<file path="config.mk">
export PLATFORM = sky130hd
export DESIGN_NAME = alu_share_arb_flat
export DESIGN_NICKNAME = d
export VERILOG_FILES = /design/src/rtl/alu_share_if.sv /design/src/rtl/alu_share_arb.sv /design/src/flat_wrapper.sv
export SDC_FILE = /design/constraint.sdc
export NUM_CORES = 1
export LEC_CHECK = 0
export BUFFER_PORTS_ARGS = -buffer_cell sky130_fd_sc_hd__buf_2
export CELL_PAD_IN_SITES_DETAIL_PLACEMENT = 1
export CELL_PAD_IN_SITES_GLOBAL_PLACEMENT = 1
export CORE_MARGIN = 8
export CORE_UTILIZATION = 33
export CTS_CLUSTER_SIZE = 24
export DETAILED_ROUTE_END_ITERATION = 16
export GPL_ROUTABILITY_DRIVEN = 1
export PLACE_DENSITY = 0.92
export SLEW_MARGIN = 25
export SYNTH_ARGS = -nofsm -noshare
export SYNTH_HDL_FRONTEND = slang
export SYNTH_SLANG_ARGS = --single-unit
</file>
<file path="constraint.sdc">
create_clock -name clk -period 3.5 [get_ports clk]
set_clock_uncertainty 0.2 [all_clocks]
set_input_delay 0 -clock clk [delete_from_list [all_inputs] [get_ports clk]]
set_output_delay 0 -clock clk [all_outputs]
set_load 0.02 [all_outputs]
</file>
<file path="src/rtl/alu_share_if.sv">
// rtl/alu_share_if.sv - request/response handshake bundle for the two ALU requesters
interface alu_share_if;
    logic        req_valid_0;
    logic        req_valid_1;
    logic        req_ready_0;
    logic        req_ready_1;
    logic [31:0] req_val1_0;
    logic [31:0] req_val1_1;
    logic [31:0] req_val2_0;
    logic [31:0] req_val2_1;
    logic [3:0]  req_cmd_0;
    logic [3:0]  req_cmd_1;
    logic        req_cin_0;
    logic        req_cin_1;
    logic        rsp_valid_0;
    logic        rsp_valid_1;
    logic        rsp_ready_0;
    logic        rsp_ready_1;
    logic [31:0] rsp_result_0;
    logic [31:0] rsp_result_1;
    logic [3:0]  rsp_status_0;
    logic [3:0]  rsp_status_1;

    modport master (
        output req_valid_0, req_valid_1, req_val1_0, req_val1_1, req_val2_0, req_val2_1,
        output req_cmd_0, req_cmd_1, req_cin_0, req_cin_1, rsp_ready_0, rsp_ready_1,
        input  req_ready_0, req_ready_1, rsp_valid_0, rsp_valid_1,
        input  rsp_result_0, rsp_result_1, rsp_status_0, rsp_status_1
    );

    modport slave (
        input  req_valid_0, req_valid_1, req_val1_0, req_val1_1, req_val2_0, req_val2_1,
        input  req_cmd_0, req_cmd_1, req_cin_0, req_cin_1, rsp_ready_0, rsp_ready_1,
        output req_ready_0, req_ready_1, rsp_valid_0, rsp_valid_1,
        output rsp_result_0, rsp_result_1, rsp_status_0, rsp_status_1
    );
endinterface

</file>
<file path="src/rtl/alu_share_arb.sv">
// rtl/alu_share_arb.sv - round-robin arbiter sequencing two requesters onto one shared ALU
module alu_share_arb #(
    parameter logic RR_INIT = 1'b0
) (
    input  logic        clk,
    input  logic        rst_n,
    alu_share_if.slave  bus,
    output logic [31:0] alu_val1,
    output logic [31:0] alu_val2,
    output logic [3:0]  alu_cmd,
    output logic        alu_cin,
    input  logic [31:0] alu_result,
    input  logic [3:0]  alu_status
);
    localparam logic [1:0] S_IDLE = 2'd0;
    localparam logic [1:0] S_EXEC = 2'd1;
    localparam logic [1:0] S_RESP = 2'd2;

    logic [1:0]  state;
    logic        prio;
    logic [31:0] op_val1;
    logic [31:0] op_val2;
    logic [3:0]  op_cmd;
    logic        op_cin;
    logic        op_owner;
    logic [31:0] res_q;
    logic [3:0]  stat_q;

    logic grant_0;
    logic grant_1;
    logic accept;
    logic op_legal;
    logic rsp_hs;
    logic in_exec;

    // MOV..MVN occupy codes 1..9; 0 and 10..15 are illegal
    assign op_legal = (op_cmd >= 4'd1) && (op_cmd <= 4'd9);

    assign grant_0 = bus.req_valid_0 && (!bus.req_valid_1 || (prio == 1'b0));
    assign grant_1 = bus.req_valid_1 && (!bus.req_valid_0 || (prio == 1'b1));
    assign accept  = (state == S_IDLE) && (grant_0 || grant_1);
    assign rsp_hs  = (state == S_RESP) && (op_owner ? bus.rsp_ready_1 : bus.rsp_ready_0);
    assign in_exec = (state == S_EXEC);

    assign bus.req_ready_0 = (state == S_IDLE) && grant_0;
    assign bus.req_ready_1 = (state == S_IDLE) && grant_1;

    assign bus.rsp_valid_0  = (state == S_RESP) && !op_owner;
    assign bus.rsp_valid_1  = (state == S_RESP) && op_owner;
    assign bus.rsp_result_0 = bus.rsp_valid_0 ? res_q  : 32'h0;
    assign bus.rsp_result_1 = bus.rsp_valid_1 ? res_q  : 32'h0;
    assign bus.rsp_status_0 = bus.rsp_valid_0 ? stat_q : 4'h0;
    assign bus.rsp_status_1 = bus.rsp_valid_1 ? stat_q : 4'h0;

    // ALU is parked at all-zero whenever no operation is executing
    assign alu_val1 = in_exec ? op_val1 : 32'h0;
    assign alu_val2 = in_exec ? op_val2 : 32'h0;
    assign alu_cmd  = (in_exec && op_legal) ? op_cmd : 4'h0;
    assign alu_cin  = in_exec && op_cin;

    always_ff @(posedge clk or negedge rst_n) begin
        if (!rst_n) begin
            state    <= S_IDLE;
            prio     <= RR_INIT;
            op_val1  <= 32'h0;
            op_val2  <= 32'h0;
            op_cmd   <= 4'h0;
            op_cin   <= 1'b0;
            op_owner <= 1'b0;
            res_q    <= 32'h0;
            stat_q   <= 4'h0;
        end else begin
            case (state)
                S_IDLE: begin
                    if (accept) begin
                        op_val1  <= grant_0 ? bus.req_val1_0 : bus.req_val1_1;
                        op_val2  <= grant_0 ? bus.req_val2_0 : bus.req_val2_1;
                        op_cmd   <= grant_0 ? bus.req_cmd_0  : bus.req_cmd_1;
                        op_cin   <= grant_0 ? bus.req_cin_0  : bus.req_cin_1;
                        op_owner <= !grant_0;
                        state    <= S_EXEC;
                    end
                end
                S_EXEC: begin
                    res_q  <= op_legal ? alu_result : 32'h0;
                    stat_q <= op_legal ? alu_status : 4'h0;
                    state  <= S_RESP;
                end
                S_RESP: begin
                    if (rsp_hs) begin
                        prio  <= !op_owner;
                        state <= S_IDLE;
                    end
                end
                default: state <= S_IDLE;
            endcase
        end
    end
endmodule

</file>
<file path="src/flat_wrapper.sv">
// flat-port wrapper written by rule: the top's interface ports become plain ports
module alu_share_arb_flat 
#(
    parameter logic RR_INIT = 1'b0
)
  (clk, rst_n, alu_val1, alu_val2, alu_cmd, alu_cin, alu_result, alu_status, bus_req_valid_0, bus_req_valid_1, bus_req_val1_0, bus_req_val1_1, bus_req_val2_0, bus_req_val2_1, bus_req_cmd_0, bus_req_cmd_1, bus_req_cin_0, bus_req_cin_1, bus_rsp_ready_0, bus_rsp_ready_1, bus_req_ready_0, bus_req_ready_1, bus_rsp_valid_0, bus_rsp_valid_1, bus_rsp_result_0, bus_rsp_result_1, bus_rsp_status_0, bus_rsp_status_1);
  alu_share_if bus_i ();
  input  logic clk;
  input  logic rst_n;
  output logic [31:0] alu_val1;
  output logic [31:0] alu_val2;
  output logic [3:0] alu_cmd;
  output logic alu_cin;
  input  logic [31:0] alu_result;
  input  logic [3:0] alu_status;
  input wire logic [$bits(bus_i.req_valid_0)-1:0] bus_req_valid_0;
  input wire logic [$bits(bus_i.req_valid_1)-1:0] bus_req_valid_1;
  input wire logic [$bits(bus_i.req_val1_0)-1:0] bus_req_val1_0;
  input wire logic [$bits(bus_i.req_val1_1)-1:0] bus_req_val1_1;
  input wire logic [$bits(bus_i.req_val2_0)-1:0] bus_req_val2_0;
  input wire logic [$bits(bus_i.req_val2_1)-1:0] bus_req_val2_1;
  input wire logic [$bits(bus_i.req_cmd_0)-1:0] bus_req_cmd_0;
  input wire logic [$bits(bus_i.req_cmd_1)-1:0] bus_req_cmd_1;
  input wire logic [$bits(bus_i.req_cin_0)-1:0] bus_req_cin_0;
  input wire logic [$bits(bus_i.req_cin_1)-1:0] bus_req_cin_1;
  input wire logic [$bits(bus_i.rsp_ready_0)-1:0] bus_rsp_ready_0;
  input wire logic [$bits(bus_i.rsp_ready_1)-1:0] bus_rsp_ready_1;
  output wire logic [$bits(bus_i.req_ready_0)-1:0] bus_req_ready_0;
  output wire logic [$bits(bus_i.req_ready_1)-1:0] bus_req_ready_1;
  output wire logic [$bits(bus_i.rsp_valid_0)-1:0] bus_rsp_valid_0;
  output wire logic [$bits(bus_i.rsp_valid_1)-1:0] bus_rsp_valid_1;
  output wire logic [$bits(bus_i.rsp_result_0)-1:0] bus_rsp_result_0;
  output wire logic [$bits(bus_i.rsp_result_1)-1:0] bus_rsp_result_1;
  output wire logic [$bits(bus_i.rsp_status_0)-1:0] bus_rsp_status_0;
  output wire logic [$bits(bus_i.rsp_status_1)-1:0] bus_rsp_status_1;
  assign bus_i.req_valid_0 = bus_req_valid_0;
  assign bus_i.req_valid_1 = bus_req_valid_1;
  assign bus_i.req_val1_0 = bus_req_val1_0;
  assign bus_i.req_val1_1 = bus_req_val1_1;
  assign bus_i.req_val2_0 = bus_req_val2_0;
  assign bus_i.req_val2_1 = bus_req_val2_1;
  assign bus_i.req_cmd_0 = bus_req_cmd_0;
  assign bus_i.req_cmd_1 = bus_req_cmd_1;
  assign bus_i.req_cin_0 = bus_req_cin_0;
  assign bus_i.req_cin_1 = bus_req_cin_1;
  assign bus_i.rsp_ready_0 = bus_rsp_ready_0;
  assign bus_i.rsp_ready_1 = bus_rsp_ready_1;
  assign bus_req_ready_0 = bus_i.req_ready_0;
  assign bus_req_ready_1 = bus_i.req_ready_1;
  assign bus_rsp_valid_0 = bus_i.rsp_valid_0;
  assign bus_rsp_valid_1 = bus_i.rsp_valid_1;
  assign bus_rsp_result_0 = bus_i.rsp_result_0;
  assign bus_rsp_result_1 = bus_i.rsp_result_1;
  assign bus_rsp_status_0 = bus_i.rsp_status_0;
  assign bus_rsp_status_1 = bus_i.rsp_status_1;
  alu_share_arb #(.RR_INIT(RR_INIT)) u_core (.clk(clk), .rst_n(rst_n), .bus(bus_i), .alu_val1(alu_val1), .alu_val2(alu_val2), .alu_cmd(alu_cmd), .alu_cin(alu_cin), .alu_result(alu_result), .alu_status(alu_status));
endmodule
</file>
## After elaboration in Yosys (flattened, before gate mapping)

Index checks and enable logic that the tools add are counted.

- Mux-type cells: 17
- Equality and inequality tests: 4
- $lt $le $gt $ge: 2
- Bitwise operators: 1
- Reduce and logical (&&, ||, !) cells: 22

Operators by type and width:

| kind | number |
|---|---|
| 32-bit two-way mux | 7 |
| 4-bit two-way mux | 5 |
| 1-bit logical AND | 11 |
| 2-bit case mux with 3 select lines | 1 |
| 2-bit AND reduction | 3 |
| 4-bit by 1-bit greater-or-equal comparator with 1-bit output, second input constant | 1 |
| 4-bit less-or-equal comparator, second input constant | 1 |
| 1-bit logical NOT | 4 |
| 2-bit two-way mux | 2 |
| 2-bit by 1-bit != test with 1-bit output, second input constant | 2 |
| 1-bit logical OR | 3 |
| 2-bit by 1-bit equality test with 1-bit output, second input constant | 1 |
| 2-bit equality test, second input constant | 1 |
| 2-bit logical NOT | 1 |
| 1-bit two-way mux | 2 |
| 1-bit inverter | 1 |

- Register bits: 109
- Output and inout port bits: 145
- Bits of input ports: 180

## Depth between registers and ports, before layout

Gate-level depths: netlist of run 1.

- Word-level depth: 7
- Gate-level depth with buffers: 6
- Gate-level depth less buffers: 3

## Worst setup path before layout of run 1

Ideal clock, no wire load.

- Path kind: flip-flop to flip-flop
- From: reg u_core.op_cmd[3]
- To: reg u_core.res_q[16]
- Library setup time: 121 ps
- Path slack: 1714 ps
- Data arrival time: 1465 ps
- Stages on the path, launching flop included: 6
- Required time: 3179 ps
- Cell sequence: dfrtp_1 > or4_1 > and3_4 > buf_6 > buf_6 > a22o_1

- Longest elaborated chain between the ends: 3
- Elaborated cells between the ends (all ways): 4
- Those cells by class: order compare: 2; mux: 1; reduce/logical: 1

RTL lines:

| element | line | source |
|---|---|---|
| start: declaration | alu_share_arb.sv:23 | `logic [3:0] op_cmd;` |
| start signal: assignment | alu_share_arb.sv:78 | `op_cmd <= grant_0 ? bus.req_cmd_0 : bus.req_cmd_1;` |
| 4-bit by 1-bit greater-or-equal comparator with 1-bit output / 4-bit less-or-equal comparator (equally long branches) | alu_share_arb.sv:37 | `assign op_legal = (op_cmd >= 4'd1) && (op_cmd <= 4'd9);` |
| 1-bit logical AND (*) | alu_share_arb.sv:37 |  |
| 32-bit two-way mux (*) | alu_share_arb.sv:85 | `res_q <= op_legal ? alu_result : 32'h0;` |
| end signal: assignment | alu_share_arb.sv:85 |  |
| end: declaration | alu_share_arb.sv:26 | `logic [31:0] res_q;` |

Mark *: on every way between the ends. The rest lies on a longest branch, timed or not.
A chain may end at the register's enable or synchronous reset.

## Worst setup path after layout of run 1

- From: reg u_core.prio
- To: reg u_core.op_val2[18]

- Longest elaborated chain between the ends: 6
- Elaborated cells between the ends (all ways): 9
- Those cells by class: mux: 1; bitwise: 1; reduce/logical: 7

RTL lines:

| element | line | source |
|---|---|---|
| start: declaration | alu_share_arb.sv:20 | `logic prio;` |
| start signal: assignment | alu_share_arb.sv:91 | `prio <= !op_owner;` |
| 1-bit inverter | alu_share_arb.sv:39 | `assign grant_0 = bus.req_valid_0 && (!bus.req_valid_1 \|\| (prio == 1'b0));` |
| 1-bit logical OR | alu_share_arb.sv:39 |  |
| 1-bit logical AND | alu_share_arb.sv:39 |  |
| 1-bit logical OR | alu_share_arb.sv:41 | `assign accept = (state == S_IDLE) && (grant_0 \|\| grant_1);` |
| 1-bit logical AND | alu_share_arb.sv:41 |  |
| 2-bit AND reduction (no source line) | -- |  |
| end signal: assignment | alu_share_arb.sv:77 | `op_val2 <= grant_0 ? bus.req_val2_0 : bus.req_val2_1;` |
| end: declaration | alu_share_arb.sv:22 | `logic [31:0] op_val2;` |

Several ways; a longest one is shown, not always the timed one.

==> run summary, run 1 <==
The run finished with clean final reports. The run gives 0 as the number of instances resized during post-cts repair. The transition time of the tightest slew-check pin came out at 0.868 ns. The total area inside the core boundary comes to 16600 um2. The minimum period implied by the final worst setup slack works out to 2.83 ns. The sort of element at the start of the critical path was a flop.

In the final routed layout, each cell accounts on average for 23.1 um. Once placement finished, the instance area stood at 7400 um2. The detailed router finished its first iteration with 331 violations. The count of nets left with antenna violations once routing finished came out at 0.

The HPWL after detailed placement is 17400 um. The post-route cell area was 9560 um2. The proportion of synthesized flip-flops having asynchronous set or reset was 1.00. For the worst setup path, the data required time is 3.59 ns.

The logs give 21500 um2 for the die area and 5 for the number of detailed-route iterations in the first pass. Number of synthesized flops with an enable pin: 0. Top flip-flop cell by instance count after synthesis: sky130_fd_sc_hd__dfrtp_1.

The tools report the number of ports placed on the die boundary as 325. TritonCTS built the clock tree. After floorplanning, the core was divided into 47 placement rows. The tree is rooted in a sky130_fd_sc_hd__clkbuf_16. In this run, post-CTS hold repair placed 184 buffers. The effective utilization at floorplan was 0.339. The global-route wire length before repair is 48000 um. For the final routed database, the setup TNS stands at 0 ns. For this run, design rule violations remaining after detail routing come to 0.

Number of buffers on the longest clock path: 2. In this run, CTS created clock tree buffers numbering 9. The standby leakage power was 4.81 nW; the power density over the cells was 810 nW/um2.

The sequential area share after synthesis was 0.484; the share of the clock period used by the worst path was 0.809. The number of synthesized register bits is 109, and the number of cells produced by synthesis is 648. The clock insertion delay at the later pin of the skew report is 0.34 ns, and the average size of a mapped cell is 8.69 um2. Maximum vdd ir drop: 0.419 mV.

The number of nets in the synthesized netlist is 828. The fraction of final layout cells sized beyond drive strength 1 is 0.318, and the overall global routing resource usage is 0.281. The hold violation total from the final report is 0.

The number of cells in the design after placement was 1144. The number of cells on the worst reg-to-reg path is 5. Setup repair after global routing left no endpoint under its margin. On the final layout, the worst hold slack is 0.120 ns. Y dimension of the die: 147 um. The number of slew-limit violations in the final report is 0.

For the final setup violation count, the log shows 0. Global routing finished with a remaining overflow of 0. The startpoint identified for the worst register-to-register timing path is u_core.prio. Routability-driven placement finished with a final weighted congestion of 0.788. The largest total area in the synthesized netlist belongs to sky130_fd_sc_hd__dfrtp_1.

The run gives 1299 as the final layout net count. Worst slew margin relative to its limit: 0.422. Once the clock tree was built, the setup fixing pass inserted 0 buffers.

The worst register-to-register path ends at u_core.op_val2[18]. The path class of the lowest-slack min-delay path was in2async. For the worst setup path, the data arrival time is 2.92 ns. Sorting the synthesized cells by area gives the leading types as sky130_fd_sc_hd__dfrtp_1, sky130_fd_sc_hd__and2_1, sky130_fd_sc_hd__nand2_1, sky130_fd_sc_hd__a31oi_1, sky130_fd_sc_hd__a21oi_1. The number of different library cells used by synthesis comes to 22. The critical path is of the reg2reg type.

The die boundary width is 147 um. Along the worst path, the maximum fanout reaches 24. For the number of vias in the routed layout, the log shows 7160. The tools report the critical path capture point type as a flop. The maximum level of the CTS H-tree is 3. Across all register-to-register paths, the minimum setup slack is 0.67 ns.

The tool flagged a number of max-cap violations equal to 0. After clock tree synthesis, the clock-pin slew on the worst setup and hold paths is 0.08 ns. The final routed wirelength across all metal layers is 31200 um. Clock tree synthesis found a total of 109 sinks. The cell with the most instances after synthesis was sky130_fd_sc_hd__and2_1. The pin count of the biggest net entering global routing was 72. Yosys printed 0 warnings.

After synthesis the cells add up to 5630 um2. For the number of global-route vias before repair, the log shows 8262. The synthesis-to-finish area growth is 69.6%. For this run, the number of standard cells in the final layout without fillers is 1351. Dividing the detail-routed via count by the number of cells gives 5.30. The area share of the largest cell type after synthesis is 0.484.

Ranked by instance count, the synthesized netlist is headed by sky130_fd_sc_hd__and2_1, sky130_fd_sc_hd__nand2_1, sky130_fd_sc_hd__dfrtp_1. The count of buffers added on input and output ports is 324. The maximum clock frequency is 353 MHz, and the number of antenna violations at the first check in global routing is 6.
==> routing by layer <==
layer	routed length [um]	part of all wire	global-route usage
met4	1450	0.046	0.140
met1	11400	0.36	0.293
met3	2190	0.070	0.0779
met5	0	0	0
met2	16200	0.52	0.507
==> critical path, stage by stage (launching register included) <==
cell	delay [ns]
sky130_fd_sc_hd__dfrtp_1	0.44
sky130_fd_sc_hd__a21boi_4	0.61
sky130_fd_sc_hd__nand2_1	0.13
sky130_fd_sc_hd__dlygate4sd3_1	0.59
sky130_fd_sc_hd__a31oi_1	0.21
sky130_fd_sc_hd__dlygate4sd3_1	0.59
==> area by class of cell <==
| type | instances | area (um2) |
|---|---|---|
| Sequential cell | 109 | 2730 |
| Inverter | 3 | 11.3 |
| Fill cell | 1980 | 7090 |
| Timing Repair Buffer | 520 | 3570 |
| Multi-Input combinational cell | 476 | 2660 |
| Clock buffer | 12 | 246 |
| Tap cell | 220 | 275 |
| Antenna cell | 8 | 20.0 |
| Clock inverter | 3 | 46.3 |
==> cell usage in the layout, fill, tap and decap left out <==
cell type and instances:
sky130_fd_sc_hd__a21bo_2 1, sky130_fd_sc_hd__a21boi_4 1, sky130_fd_sc_hd__a21o_1 1, sky130_fd_sc_hd__a21oi_1 70, sky130_fd_sc_hd__a22o_1 36, sky130_fd_sc_hd__a31oi_1 70
sky130_fd_sc_hd__and2_1 139, sky130_fd_sc_hd__and2_2 1, sky130_fd_sc_hd__and3_1 3, sky130_fd_sc_hd__and3_2 1, sky130_fd_sc_hd__and3_4 1, sky130_fd_sc_hd__buf_12 1
sky130_fd_sc_hd__buf_2 323, sky130_fd_sc_hd__buf_4 12, sky130_fd_sc_hd__bufinv_16 1, sky130_fd_sc_hd__clkbuf_1 2, sky130_fd_sc_hd__clkbuf_16 9, sky130_fd_sc_hd__clkbuf_8 1
sky130_fd_sc_hd__clkinv_4 1, sky130_fd_sc_hd__clkinvlp_4 1, sky130_fd_sc_hd__dfrtp_1 109, sky130_fd_sc_hd__diode_2 8, sky130_fd_sc_hd__dlygate4sd3_1 184, sky130_fd_sc_hd__inv_1 3
sky130_fd_sc_hd__nand2_1 139, sky130_fd_sc_hd__nand2b_1 3, sky130_fd_sc_hd__nor2_1 2, sky130_fd_sc_hd__nor2_4 1, sky130_fd_sc_hd__nor2b_4 1, sky130_fd_sc_hd__o21ai_0 4
sky130_fd_sc_hd__or2_2 1, sky130_fd_sc_hd__or4_1 1
==> power by group <==
| part | switching, mW | internal, mW |
|---|---|---|
| clock network | 0.486 | 0.575 |
| logic | 2.36 | 1.91 |
| registers | 0.508 | 1.91 |
==> state kept, by name (all words and copies together), names as in the netlist <==
signal,flops
u_core.res_q,32
u_core.state,2
u_core.op_cin,1
u_core.op_val1,32
u_core.op_cmd,4
u_core.prio,1
u_core.op_owner,1
u_core.stat_q,4
u_core.op_val2,32
==> cell families (layout without fill, tap and decap cells) <==
family	count (synthesis)	in the layout	synth area share
AO/OA/AOI/OAI	183	183	0.204
buffers and inverters	63	538	0.0486
flip-flops	109	109	0.484
other	0	8	0
AND/OR/NAND/NOR	293	293	0.263
==> how the worst max path moves through the flow <==
stage	from	endpoint	slack, ns	cells after the start
after floorplan	u_core.op_cmd[3]	u_core.res_q[16]	1.71	5
after global placement	u_core.prio	u_core.op_val2[29]	1.43	4
after detailed placement	u_core.prio	u_core.op_val2[25]	1.39	4
after CTS	u_core.prio	u_core.op_cmd[0]	0.78	5
after global routing	u_core.prio	u_core.op_val2[18]	0.54	5
final	u_core.prio	u_core.op_val2[18]	0.67	5
==> per-stage QoR <==
stage / total power [mW] / setup WS, ns / utilization
3_3_place_gp: 5.39 / 1.43 / 0.445
4_1_cts: 7.44 / 0.777 / 0.573
3_5_place_dp: 5.54 / 1.39 / 0.445
6_report: 7.74 / 0.669 / 0.574
5_1_grt: 8.16 / 0.536 / 0.574
2_1_floorplan: 4.38 / 1.71 / -
Power figures use the tool's default switching activity.
==> run 2: changes to the inputs <==
- ABC_AREA: unset -> 1
- CORE_UTILIZATION: 33 -> 27
- PLACE_DENSITY: 0.92 -> 0.83
- clock period: 3.5 -> 2.6 ns (I/O delays scaled with it)
==> run 2 against run 1 <==
Effect of this change: synthesized cell count increased by 51%; maximum frequency increased by 16%; routed wire length up 2.8%; critical path type unchanged; sequential share of layout area fell by 1.9 points; combinational power up 15%; synthesized area rose by 12%.
==> run summary, run 2 <==
The area share of the largest cell type after synthesis is 0.432 (-0.0521). The tools report the detailed-route DRC error count as 0 (unchanged). The total area of sequential cells was 2730 um2 (unchanged). For the total number of yosys warnings, the log shows 0 (unchanged). By area the synthesized netlist is led by sky130_fd_sc_hd__dfrtp_1, sky130_fd_sc_hd__nand2_1, sky130_fd_sc_hd__nor2_1, sky130_fd_sc_hd__inv_1, sky130_fd_sc_hd__nand3_1. The number of synthesized flops with an enable pin works out to 0 (unchanged). The setup slack of the most critical reg-to-reg path was 0.16 ns (-0.51 ns); the minimum period implied by the final worst setup slack was 2.44 ns (-0.393 ns).

TritonCTS built the clock tree. STA classifies the critical path endpoint as a flop. The net count after synthesis is 1156 (+40%), and the hold violation total from the final report is 0 (unchanged). The number of synthesized register bits was 109 (unchanged); the largest stage delay on the critical path was 0.60 ns (about the same).

The share of the clock period used by the worst path is 0.938 (+0.129). The run gives 28500 um2 (+33%) as the die area. The power density over the cells came out at 894 nW/um2 (+10%). Final layout net count: 1624 (+25%).

The worst setup path is of the reg2reg kind. The logs give 0 (unchanged) for the sum of overflow across all layers after global routing and 410 MHz (+16%) for the maximum clock frequency. The run gives 0 (unchanged) as the setup fix buffers added after clock tree synthesis. The number of cell instances on the worst register-to-register path came out at 9 (+4).

DRC marker count from the first detailed-route iteration: 490 (+48%). The worst register-to-register path ends at u_core.op_val2[5]. The final routed wirelength across all metal layers came out at 32100 um (+2.8%). The worst setup path is launched from a flop.

The number of antenna violations at the first check in global routing was 5 (-1). The largest registers in the layout are u_core.op_val1: 32 flops, u_core.op_val2: 32 flops, u_core.res_q: 32 flops. The total power is 9.15 mW (+18%), and the aggregate negative setup slack is 0 ns (unchanged). The worst hold path belongs to the class in2async.

The tools report the final setup violation count as 0 (unchanged). The number of detailed-route iterations in the first pass came out at 4 (-1). The via-per-instance ratio works out to 4.69 (-11%). The start of the worst register-to-register path is u_core.prio. The tools report the maximum level of the CTS H-tree as 3 (unchanged). The logs give 2.69 ns (-0.90 ns) for the required time of the critical path and 2 (unchanged) for the number of buffers on the longest clock path. The tools report the CTS buffer count as 9 (unchanged). The count of port buffers added during placement was 324 (unchanged); the clock insertion delay at the later pin of the skew report was 0.35 ns (about the same). The run gives 6310 um2 (+12%) as the post-synthesis instance area. The cell taking the most area after synthesis was sky130_fd_sc_hd__dfrtp_1. By count the netlist is led by sky130_fd_sc_hd__nand2_1, sky130_fd_sc_hd__nor2_1, sky130_fd_sc_hd__inv_1. The number of slew-limit violations in the final report was 0 (unchanged); the remaining antenna violation count was 0 (unchanged). In the layout the commonest cells are sky130_fd_sc_hd__nand2_1, sky130_fd_sc_hd__buf_2, sky130_fd_sc_hd__dlygate4sd3_1. The maximum vdd ir drop is 0.275 mV (-34%), and the area of the core region is 23200 um2 (+39%).

Setup repair after global routing left no endpoint under its margin. The number of global-route vias before repair was 9309 (+13%). The tools report the worst slew margin relative to its limit as 0.494 (+0.0726).

For the sink count of the clock tree, the log shows 109 (unchanged). The sequential area share after synthesis came out at 0.432 (-0.0521). The pin count of the biggest net entering global routing is 68 (-5.6%).

The number of instances resized during post-cts repair was 0 (unchanged). The tools report the library cell used as clock root buffer as sky130_fd_sc_hd__clkbuf_16. The average size of a mapped cell is 6.47 um2 (-26%).

The fraction of final layout cells sized beyond drive strength 1 works out to 0.255 (-0.0625). The final design utilization is 0.441 (-0.133), and the overall global routing resource usage is 0.221 (-0.0596). The non-filler instance count after layout is 1774 (+31%). The transition time of the tightest slew-check pin was 0.759 ns (-0.109 ns).

The total number of placement rows is 56 (+19%). The detailed placement HPWL was 18800 um (+8.0%). The average wire per standard cell is 18.1 um (-22%). The clock-pin slew of the registers on the worst-case setup and hold paths is 0.08 ns (about the same), and the synthesis-to-finish area growth is 62.0%. The y dimension of the die is 169 um (+15%). The critical path goes through nand2_2 > buf_4 > nand2_2 > buf_4 > nand2_1 > nand2_1 > dlygate4sd3_1 > nand2_1 > nand2_1.

The effective utilization at floorplan is 0.272 (-0.0663). The logs give 0.835 (+6.0%) for the placer's final routability congestion estimate and 2.53 ns (-0.39 ns) for the arrival time of data at the critical path endpoint. The global-route wire length before repair is 50700 um (+5.6%).

Most common cell after layout, fill and taps aside: sky130_fd_sc_hd__nand2_1. The number of cells in the design after placement was 1572 (+37%); the die boundary width was 169 um (+15%). The number of cells produced by synthesis is 976 (+51%), and the proportion of synthesized flip-flops having asynchronous set or reset is 1.00 (unchanged). The run gives 15 (-32%) as the count of unique library cells instantiated by Yosys.

Top flip-flop cell by instance count after synthesis: sky130_fd_sc_hd__dfrtp_1. The flow ran to the end, and the final reports show no timing, DRC or antenna violations. The number of filler cells placed in the layout was 3010 (+52%); the highest net fanout along the worst path was 35 (+46%). The logs give 2800 um2 (+5.2%) for the area taken by multi-input logic gates and 0 (unchanged) for the number of maximum-capacitance constraint violations.

The number of vias in the routed layout was 8328 (+16%); the standby leakage power was 6.02 nW (+25%). The number of ports placed on the die boundary was 325 (unchanged). Yosys instantiated no cell more often than sky130_fd_sc_hd__nand2_1. Library cell contributing the largest single delay on the critical path: sky130_fd_sc_hd__dlygate4sd3_1. The cell with the most instances on the worst path is sky130_fd_sc_hd__nand2_1.
run 2: final cells by class:
cell class / count / area share
clock buffers: 10 / 0.0234
inverters: 116 / 0.0427
flip-flops and latches: 109 / 0.267
well taps: 319 / 0.0390
clock inverters: 6 / 0.00440
repair buffers: 520 / 0.349
multi-input cells: 688 / 0.274
diodes: 6 / 0.00147
run 2: critical path, delay by kind of cell (launching register included):
family	cells	cell delay [ns]
buffers and inverters	3	1.22
DFF	1	0.40
and+or+nand+nor	6	0.55
run 2: through the flow:
stage / hold slack [ns] / instance area (um2) / worst slack [ns]
after global placement: -0.201 / 8120 / 0.852
after detailed placement: -0.196 / 8120 / 0.828
after CTS: 0.0219 / 10200 / 0.258
after floorplan: -0.496 / 6310 / 1.22
final: 0.0207 / 10200 / 0.162
after global routing: 0.0518 / 10200 / 0.0617
run 2: how the worst max path moves through the flow:
| stage | startpoint | end | cells past startpoint |
|---|---|---|---|
| after floorplan | u_core.state[1] | alu_val1[22] | 5 |
| after global placement | u_core.prio | u_core.op_val1[19] | 8 |
| after detailed placement | u_core.prio | u_core.op_cmd[2] | 8 |
| after CTS | u_core.prio | u_core.op_val1[19] | 9 |
| after global routing | u_core.prio | u_core.op_val2[4] | 9 |
| final | u_core.prio | u_core.op_val2[5] | 9 |
run 2: where the power goes:
group / leakage [nW] / total, mW / internal, mW / switching, mW
Clock: 0.144 / 1.37 / 0.688 / 0.686
Sequential: 1.39 / 2.88 / 2.43 / 0.450
Combinational: 4.49 / 4.89 / 1.59 / 3.30
Total: 6.02 / 9.15 / 4.71 / 4.44
run 2: cells by family after synthesis:
kind of cell / Yosys count / synth area share
and+or+nand+nor: 684 / 0.440
DFF: 109 / 0.432
buffers and inverters: 179 / 0.125
AOI/OAI and AO/OA: 4 / 0.00376
run 2: routing by layer:
| metal | wire, um | vias up | part of all wire | global-route usage |
|---|---|---|---|---|
| met5 | 0 | - | 0 | 0 |
| li1 | - | 3856 | - | - |
| met4 | 1500 | 0 | 0.047 | 0.123 |
| met1 | 12400 | 4029 | 0.39 | 0.244 |
| met2 | 15800 | 348 | 0.49 | 0.382 |
| met3 | 2400 | 95 | 0.075 | 0.0587 |
run 2: repair_timing:
item                       CTS  global route
hold buffers               180             0
setup endpoints to repair    0             0
hold endpoints to repair   217             0
